==> src/rtl/picoregs_pkg.sv <==
// Shared widths and state encoding for the register-file controller.
package picoregs_pkg;

    localparam int XLEN  = 32;
    localparam int AW    = 5;
    localparam int NREGS = 32;

    typedef enum logic [1:0] {
        INIT = 2'd0,
        IDLE = 2'd1,
        READ = 2'd2,
        RESP = 2'd3
    } state_t;

endpackage

==> src/rtl/picoregs_if.sv <==
// Core-side register-file port: operand read request/response and rd writeback.
interface picoregs_if #(
    parameter int XLEN = picoregs_pkg::XLEN,
    parameter int AW   = picoregs_pkg::AW
);
    logic            req_valid;
    logic            req_ready;
    logic [AW-1:0]   req_rs1;
    logic [AW-1:0]   req_rs2;
    logic            rsp_valid;
    logic            rsp_ready;
    logic [XLEN-1:0] rsp_rs1_data;
    logic [XLEN-1:0] rsp_rs2_data;
    logic            wr_valid;
    logic            wr_ready;
    logic [AW-1:0]   wr_rd;
    logic [XLEN-1:0] wr_data;

    modport master (
        output req_valid, req_rs1, req_rs2, rsp_ready, wr_valid, wr_rd, wr_data,
        input  req_ready, rsp_valid, rsp_rs1_data, rsp_rs2_data, wr_ready
    );

    modport slave (
        input  req_valid, req_rs1, req_rs2, rsp_ready, wr_valid, wr_rd, wr_data,
        output req_ready, rsp_valid, rsp_rs1_data, rsp_rs2_data, wr_ready
    );
endinterface

==> src/rtl/picoregs_ctrl.sv <==
// Sequences the dual-port register RAM: clear after reset, paired operand reads,
// rd writebacks on port A, x0 hard-wired to zero.
//
// state | meaning
// INIT  | clearing two registers per cycle, cnt = 0..15
// IDLE  | accepting writebacks (priority) or an operand read
// READ  | RAM ports idle, capturing douta/doutb
// RESP  | operands held until rsp_ready; writebacks still accepted
module picoregs_ctrl #(
    parameter int XLEN = picoregs_pkg::XLEN,
    parameter int AW   = picoregs_pkg::AW
) (
    input  logic            clk,
    input  logic            reset,
    picoregs_if.slave       core,
    output logic            ram_cea,
    output logic            ram_ceb,
    output logic            ram_wrea,
    output logic            ram_wreb,
    output logic [AW-1:0]   ram_ada,
    output logic [AW-1:0]   ram_adb,
    output logic [XLEN-1:0] ram_dina,
    output logic [XLEN-1:0] ram_dinb,
    input  logic [XLEN-1:0] ram_douta,
    input  logic [XLEN-1:0] ram_doutb
);
    import picoregs_pkg::*;

    state_t          state;
    logic [AW-2:0]   cnt;
    logic            rs1_zero;
    logic            rs2_zero;
    logic            rsp_valid_q;
    logic [XLEN-1:0] rs1_q;
    logic [XLEN-1:0] rs2_q;

    assign core.rsp_valid    = rsp_valid_q;
    assign core.rsp_rs1_data = rs1_q;
    assign core.rsp_rs2_data = rs2_q;

    // RAM controls must follow the handshake in the same cycle, so they are
    // decoded from state; reset forces every enable low.
    always_comb begin
        ram_cea       = 1'b0;
        ram_ceb       = 1'b0;
        ram_wrea      = 1'b0;
        ram_wreb      = 1'b0;
        ram_ada       = '0;
        ram_adb       = '0;
        ram_dina      = '0;
        ram_dinb      = '0;
        core.wr_ready  = 1'b0;
        core.req_ready = 1'b0;
        if (!reset) begin
            case (state)
                INIT: begin
                    ram_cea  = 1'b1;
                    ram_ceb  = 1'b1;
                    ram_wrea = 1'b1;
                    ram_wreb = 1'b1;
                    ram_ada  = {cnt, 1'b0};
                    ram_adb  = {cnt, 1'b1};
                end
                IDLE: begin
                    core.wr_ready  = 1'b1;
                    core.req_ready = !core.wr_valid;
                    if (core.wr_valid) begin
                        ram_cea  = 1'b1;
                        ram_wrea = (core.wr_rd != '0);
                        ram_ada  = core.wr_rd;
                        ram_dina = core.wr_data;
                    end else if (core.req_valid) begin
                        ram_cea = 1'b1;
                        ram_ceb = 1'b1;
                        ram_ada = core.req_rs1;
                        ram_adb = core.req_rs2;
                    end
                end
                RESP: begin
                    core.wr_ready = 1'b1;
                    if (core.wr_valid) begin
                        ram_cea  = 1'b1;
                        ram_wrea = (core.wr_rd != '0);
                        ram_ada  = core.wr_rd;
                        ram_dina = core.wr_data;
                    end
                end
                default: ;
            endcase
        end
    end

    always_ff @(posedge clk or posedge reset) begin
        if (reset) begin
            state       <= INIT;
            cnt         <= '0;
            rs1_zero    <= 1'b0;
            rs2_zero    <= 1'b0;
            rsp_valid_q <= 1'b0;
            rs1_q       <= '0;
            rs2_q       <= '0;
        end else begin
            case (state)
                INIT: begin
                    cnt <= cnt + 1'b1;
                    if (&cnt) state <= IDLE;
                end
                IDLE: begin
                    if (!core.wr_valid && core.req_valid) begin
                        rs1_zero <= (core.req_rs1 == '0);
                        rs2_zero <= (core.req_rs2 == '0);
                        state    <= READ;
                    end
                end
                READ: begin
                    rs1_q       <= rs1_zero ? '0 : ram_douta;
                    rs2_q       <= rs2_zero ? '0 : ram_doutb;
                    rsp_valid_q <= 1'b1;
                    state       <= RESP;
                end
                RESP: begin
                    if (core.rsp_ready) begin
                        rsp_valid_q <= 1'b0;
                        state       <= IDLE;
                    end
                end
                default: state <= INIT;
            endcase
        end
    end

endmodule

==> src/flat_wrapper.sv <==
// flat-port wrapper written by rule: the top's interface ports become plain ports
module picoregs_ctrl_flat import picoregs_pkg::*;
#(
    parameter int XLEN = picoregs_pkg::XLEN,
    parameter int AW   = picoregs_pkg::AW
)
  (clk, reset, ram_cea, ram_ceb, ram_wrea, ram_wreb, ram_ada, ram_adb, ram_dina, ram_dinb, ram_douta, ram_doutb, core_req_valid, core_req_rs1, core_req_rs2, core_rsp_ready, core_wr_valid, core_wr_rd, core_wr_data, core_req_ready, core_rsp_valid, core_rsp_rs1_data, core_rsp_rs2_data, core_wr_ready);
  picoregs_if #(.XLEN(XLEN), .AW(AW)) core_i ();
  input  logic clk;
  input  logic reset;
  output logic ram_cea;
  output logic ram_ceb;
  output logic ram_wrea;
  output logic ram_wreb;
  output logic [AW-1:0] ram_ada;
  output logic [AW-1:0] ram_adb;
  output logic [XLEN-1:0] ram_dina;
  output logic [XLEN-1:0] ram_dinb;
  input  logic [XLEN-1:0] ram_douta;
  input  logic [XLEN-1:0] ram_doutb;
  input wire logic [$bits(core_i.req_valid)-1:0] core_req_valid;
  input wire logic [$bits(core_i.req_rs1)-1:0] core_req_rs1;
  input wire logic [$bits(core_i.req_rs2)-1:0] core_req_rs2;
  input wire logic [$bits(core_i.rsp_ready)-1:0] core_rsp_ready;
  input wire logic [$bits(core_i.wr_valid)-1:0] core_wr_valid;
  input wire logic [$bits(core_i.wr_rd)-1:0] core_wr_rd;
  input wire logic [$bits(core_i.wr_data)-1:0] core_wr_data;
  output wire logic [$bits(core_i.req_ready)-1:0] core_req_ready;
  output wire logic [$bits(core_i.rsp_valid)-1:0] core_rsp_valid;
  output wire logic [$bits(core_i.rsp_rs1_data)-1:0] core_rsp_rs1_data;
  output wire logic [$bits(core_i.rsp_rs2_data)-1:0] core_rsp_rs2_data;
  output wire logic [$bits(core_i.wr_ready)-1:0] core_wr_ready;
  assign core_i.req_valid = core_req_valid;
  assign core_i.req_rs1 = core_req_rs1;
  assign core_i.req_rs2 = core_req_rs2;
  assign core_i.rsp_ready = core_rsp_ready;
  assign core_i.wr_valid = core_wr_valid;
  assign core_i.wr_rd = core_wr_rd;
  assign core_i.wr_data = core_wr_data;
  assign core_req_ready = core_i.req_ready;
  assign core_rsp_valid = core_i.rsp_valid;
  assign core_rsp_rs1_data = core_i.rsp_rs1_data;
  assign core_rsp_rs2_data = core_i.rsp_rs2_data;
  assign core_wr_ready = core_i.wr_ready;
  picoregs_ctrl #(.XLEN(XLEN), .AW(AW)) u_core (.clk(clk), .reset(reset), .core(core_i), .ram_cea(ram_cea), .ram_ceb(ram_ceb), .ram_wrea(ram_wrea), .ram_wreb(ram_wreb), .ram_ada(ram_ada), .ram_adb(ram_adb), .ram_dina(ram_dina), .ram_dinb(ram_dinb), .ram_douta(ram_douta), .ram_doutb(ram_doutb));
endmodule
==> config.mk <==
export PLATFORM = sky130hd
export DESIGN_NAME = picoregs_ctrl_flat
export DESIGN_NICKNAME = d
export VERILOG_FILES = /design/src/rtl/picoregs_pkg.sv /design/src/rtl/picoregs_if.sv /design/src/rtl/picoregs_ctrl.sv /design/src/flat_wrapper.sv
export SDC_FILE = /design/constraint.sdc
export NUM_CORES = 1
export LEC_CHECK = 0
export CAP_MARGIN = 30
export CELL_PAD_IN_SITES_DETAIL_PLACEMENT = 0
export CELL_PAD_IN_SITES_GLOBAL_PLACEMENT = 2
export CORE_MARGIN = 4
export CORE_UTILIZATION = 18
export CTS_BUF_LIST = sky130_fd_sc_hd__clkbuf_2 sky130_fd_sc_hd__clkbuf_4 sky130_fd_sc_hd__clkbuf_8
export CTS_CLUSTER_SIZE = 14
export DETAILED_ROUTE_END_ITERATION = 16
export PLACE_DENSITY_LB_ADDON = 0.1
export SLEW_MARGIN = 30
export SYNTH_ARGS = -nofsm -noshare
export SYNTH_HDL_FRONTEND = slang
export SYNTH_SLANG_ARGS = --single-unit
==> constraint.sdc <==
create_clock -name clk -period 4.8 [get_ports clk]
set_input_delay 0.96 -clock clk [delete_from_list [all_inputs] [get_ports clk]]
set_output_delay 0.96 -clock clk [all_outputs]
set_load 0.02 [all_outputs]
## After elaboration in Yosys (flattened, before gate mapping)

Cells that the tools add are included.
Widths: inputs -> output; s select.

| storage, ports and cells | value |
|---|---|
| register bits after elaboration | 73 |
| input port bits | 116 |
| output and inout port bits | 145 |
| word-level logic and storage cells | 63 |

| operators by class | value |
|---|---|
| add/sub/neg operators | 1 |
| equality and inequality tests | 6 |
| mux-type cells | 37 |
| reductions and logical operators | 12 |

Operators with widths:

| operator | count |
|---|---|
| $mux 32 | 5 |
| $mux 5 | 7 |
| $mux 1 | 15 |
| $pmux 5 s3 | 1 |
| $logic_not 5->1 | 2 |
| $pmux 5 s2 | 1 |
| $pmux 2 s4 | 1 |
| $mux 2 | 3 |
| $pmux 1 s2 | 3 |
| $reduce_bool 5->1 | 1 |
| $add 4x1->4 const B | 1 |
| $eq 2x2->1 const B | 2 |
| $ne 2x1->1 const B | 2 |
| $reduce_and 2->1 | 2 |
| $reduce_and 4->1 | 1 |
| $pmux 1 s3 | 1 |
| $reduce_and 3->1 | 1 |
| $eq 2x1->1 const B | 1 |
| $logic_not 2->1 | 1 |
| $ne 2x2->1 const B | 1 |
| $reduce_bool 2->1 | 1 |
| $reduce_or 2->1 | 1 |
| $logic_and 1x1->1 | 1 |
| $logic_not 1->1 | 1 |

## Depth between registers and ports, before layout

| depth | value |
|---|---|
| depth after elaboration | 4 |
| depth in mapped cells | 7 |
| mapped depth without buffers | 5 |

## Worst setup path after synthesis

Ideal clock, no wire load.

| timing path | value |
|---|---|
| path kind | input-to-output |
| start | input reset |
| end | output ram_adb[0] |
| data arrival time | 3157 ps |
| required time | 3840 ps |
| setup slack | 683 ps |
| cell stages on the path | 3 |
| buffers on the path | 1 |
| path through | clkbuf_1 > inv_1 > a41o_1 |

| between the ends | value |
|---|---|
| word-level cells in the longest chain between the ends | 1 |

Ends and longest elaborated chain:

| item | RTL line | text |
|---|---|---|
| start, declared | flat_wrapper.sv:10 | `input logic reset;` |
| $mux 5 | picoregs_ctrl.sv:54 | `if (!reset) begin` |
| end, declared | flat_wrapper.sv:16 | `output logic [AW-1:0] ram_adb;` |

Every way passes these cells.

## Final worst setup path

| timing path | value |
|---|---|
| start | input reset |
| end | output ram_dina[4] |

| between the ends | value |
|---|---|
| word-level cells in the longest chain between the ends | 1 |

Ends and longest elaborated chain:

| item | RTL line | text |
|---|---|---|
| $mux 32 | picoregs_ctrl.sv:54 |  |
| end, declared | flat_wrapper.sv:17 | `output logic [XLEN-1:0] ram_dina;` |

Every way passes these cells.

==> impl_metrics.env <==
export IMPL_n_antenna_cell=0
export IMPL_holdPathEnd="u_core.core.rsp_rs1_data[25]$_DFFE_PP0P_"
export IMPL_rows=52
export IMPL_finClkSkew_ns=0.01412
export IMPL_ios=261
export IMPL_nNetsFinal=770
export IMPL_min_delay_start="u_core.rs1_zero$_DFFE_PP0P_"
export IMPL_final_common_cell="clkdlybuf4s50_1"
export IMPL_drv_cap=0
export IMPL_path_class="in2out"
export IMPL_wl_per_cell_um=14.44
export IMPL_routed_via_density=3.722
export IMPL_p_leak_nw=2.676
export IMPL_final_min_clock_period_ns=3.928
export IMPL_p_comb_frac=0.560
export IMPL_antenna_found_initial=0
export IMPL_final_area_um2=6322
export IMPL_cp_arrival_ns=2.97
export IMPL_tns_ns=0
export IMPL_postCtsSetupRepairBufs=0
export IMPL_cp_max_fo=22
export IMPL_final_hold_viol_count=0
export IMPL_place_congestion=0.7511
export IMPL_drc_errors=0
export IMPL_start_util=0.1824
export IMPL_p_seq_frac=0.312
export IMPL_startpoint_type="input pin"
export IMPL_p_int_mw=1.991
export IMPL_required_ns=3.84
export IMPL_hold_depth=1
export IMPL_grt_max_degree=74
export IMPL_cts_clk_slew_worst_paths_ns=0.09
export IMPL_clkPwrFrac=0.128
export IMPL_die_area_um2=22800
export IMPL_cts_sinks=73
export IMPL_switching_share=0.4271
export IMPL_power_switching_mw=1.484
export IMPL_outcome="finished clean"
export IMPL_tritoncts="built"
export IMPL_ys_seq_area_frac=0.4964
export IMPL_post_dp_cell_area_um2=6142
export IMPL_port_buffers=228
export IMPL_drtIter0Drc=142
export IMPL_grt_pass1_wl_um=19890
export IMPL_clk_latency_ns=0.36
export IMPL_clk_path_buf_depth=2
export IMPL_layout_common_cells="clkdlybuf4s50_1, nand2_1, dfrtp_1, inv_1, o21ai_0"
export IMPL_r2r_start="u_core.state[0]$_DFFE_PP0P_"
export IMPL_yosys_warnings=0
export IMPL_reg2reg_depth=7
export IMPL_cts_resized=0
export IMPL_cts_htree_levels=3
export IMPL_fill_cells=2142
export IMPL_irDropWorstVdd_uv=141.8
export IMPL_cts_buffers=9
export IMPL_slew_violations=0
export IMPL_timing_final_crit_share=0.8184
export IMPL_hp_class="reg2reg"
export IMPL_dp_hpwl_um=10030
export IMPL_vias=3435
export IMPL_syn_mean_instance_area_um2=8.658
export IMPL_synth_seq_cells=73
export IMPL_drive_above_1_share=0.04747
export IMPL_drtPass1Iterations=4
export IMPL_rsz0062_at_grt="false"
export IMPL_rr_endpoint="u_core.core.rsp_rs2_data[26]$_DFFE_PP0P_"
export IMPL_drtAntennaViolNets=0
export IMPL_synth_distinct_cells=39
export IMPL_clockRootBuffer="clkbuf_8"
export IMPL_power_density_nw_per_um2=549.6
export IMPL_core_area_um2=20170
export IMPL_setup_violations_final=0
export IMPL_critPathCaptureType="output pin"
export IMPL_gr_total_overflow=0
export IMPL_tightest_slew_ns=0.7208
export IMPL_grt_usage=0.1136
export IMPL_chipWidth_um=151.0
export IMPL_syn_area_um2=3680
export IMPL_r2r_setup_slack_ns=2.52
export IMPL_holdBufCountCts=0
export IMPL_die_h_um=151.0
export IMPL_max_slew_margin=0.5194
export IMPL_grt_pass1_vias=3600
export IMPL_syn_inst=425
export IMPL_max_freq_mhz=254.6
export IMPL_finalWirelength_um=13320
export IMPL_area_delta_synth_final_pct=71.81
export IMPL_finalPower_mw=3.475
area by class of cell:
class                           count  area, um^2  share of cell area
Timing Repair Buffer              234        2331              0.3687
Sequential cell                    73        1827              0.2889
Multi-Input combinational cell    262        1390              0.2199
Tap cell                          270       337.8             0.05343
Inverter                           68       256.5             0.04057
Clock buffer                       10       137.6             0.02177
Clock inverter                      6       42.54            0.006729
through the flow:
stage / instances / hold slack, ns / setup slack (ns) / util
6_report: 923 / 0.5042 / 0.8719 / 0.3135
5_1_grt: 923 / 0.5357 / 0.7400 / 0.3135
4_1_cts: 923 / 0.5175 / 0.8390 / 0.3135
3_5_place_dp: 907 / 0.5052 / 0.8356 / 0.3045
3_3_place_gp: 907 / 0.4843 / 0.8528 / 0.3043
2_1_floorplan: 456 / 0.4449 / 0.6828 / -
power by group through the flow:
stage          Sequential (mW)  Clock, mW  Combinational, mW
2_1_floorplan             1.41          0              0.693
3_3_place_gp              1.09          0               1.99
3_5_place_dp              1.10          0               1.99
4_1_cts                   1.09      0.490               1.99
5_1_grt                   1.13      0.513               2.13
6_report                  1.08      0.446               1.94
synthesized netlist by cell type:
library cell / count / area, um^2
dfrtp_1: 73 / 1827
nand2_1: 73 / 274.0
inv_1: 68 / 255.2
o21ai_0: 63 / 315.3
and2_1: 32 / 200.2
buf_4: 32 / 240.2
clkbuf_1: 16 / 60.06
a21oi_1: 10 / 50.05
ha_1: 6 / 75.07
o211ai_1: 6 / 45.04
nor2_1: 5 / 18.77
a32oi_1: 4 / 35.03
buf_2: 4 / 20.02
nor2b_1: 3 / 18.77
or4_1: 3 / 22.52
o22ai_1: 2 / 12.51
o31ai_1: 2 / 15.01
xnor2_1: 2 / 17.52
a221oi_1: 1 / 8.760
a222oi_1: 1 / 10.01
a31oi_1: 1 / 6.260
a41o_1: 1 / 10.01
and2b_2: 1 / 8.760
and3b_2: 1 / 10.01
buf_6: 1 / 11.26
conb_1: 1 / 3.750
mux2_1: 1 / 11.26
mux2_2: 1 / 11.26
mux2i_1: 1 / 10.01
nand2b_1: 1 / 6.260
nand3_1: 1 / 5.000
nand3b_1: 1 / 7.510
nand4_1: 1 / 6.260
nor3b_1: 1 / 7.510
nor3b_2: 1 / 12.51
o21a_1: 1 / 7.510
o2bb2ai_1: 1 / 8.760
or2_2: 1 / 6.260
xor2_1: 1 / 8.760
flip-flops by register name, indices dropped and copies added (netlist names):
signal	cells
u_core.rs1_zero	1
u_core.core.rsp_valid	1
u_core.state	2
u_core.rs2_zero	1
u_core.core.rsp_rs2_data	32
u_core.cnt	4
u_core.core.rsp_rs1_data	32
worst max path at each step:
stage,to,depth (start not counted),start
6_report,ram_dina[4],5,reset
5_1_grt,ram_dina[28],5,reset
4_1_cts,ram_dina[4],5,reset
3_5_place_dp,ram_dina[4],5,reset
3_3_place_gp,ram_dina[22],5,reset
2_1_floorplan,ram_adb[0],3,reset
critical path, stage by stage:
cell and delay (ns):
clkdlybuf4s50_1 0.67, nor3b_2 0.32, buf_4 0.24, and2_1 0.15, clkdlybuf4s50_1 0.61
layer usage:
metal	vias to the layer above	routed length, um	share of wire	GRT usage
met3	6	1535	0.12	0.05177
met1	1542	5612	0.42	0.1375
li1	1715	-	-	-
met4	0	151	0.011	0.03536
met5	-	0	0	0
met2	172	6024	0.45	0.1806
cells by family (layout without fill, tap and decap cells):
family	Yosys count	in the layout	synth area share
fa+ha+maj	6	6	0.02040
compound gates	93	93	0.1425
mux	3	3	0.008840
other cells	1	32	0.001019
simple gates	125	125	0.1642
buf+inv	121	318	0.1595
flops	73	73	0.4964
xor+xnor	3	3	0.007142
Note: power is estimated with default switching activity, not from simulation.
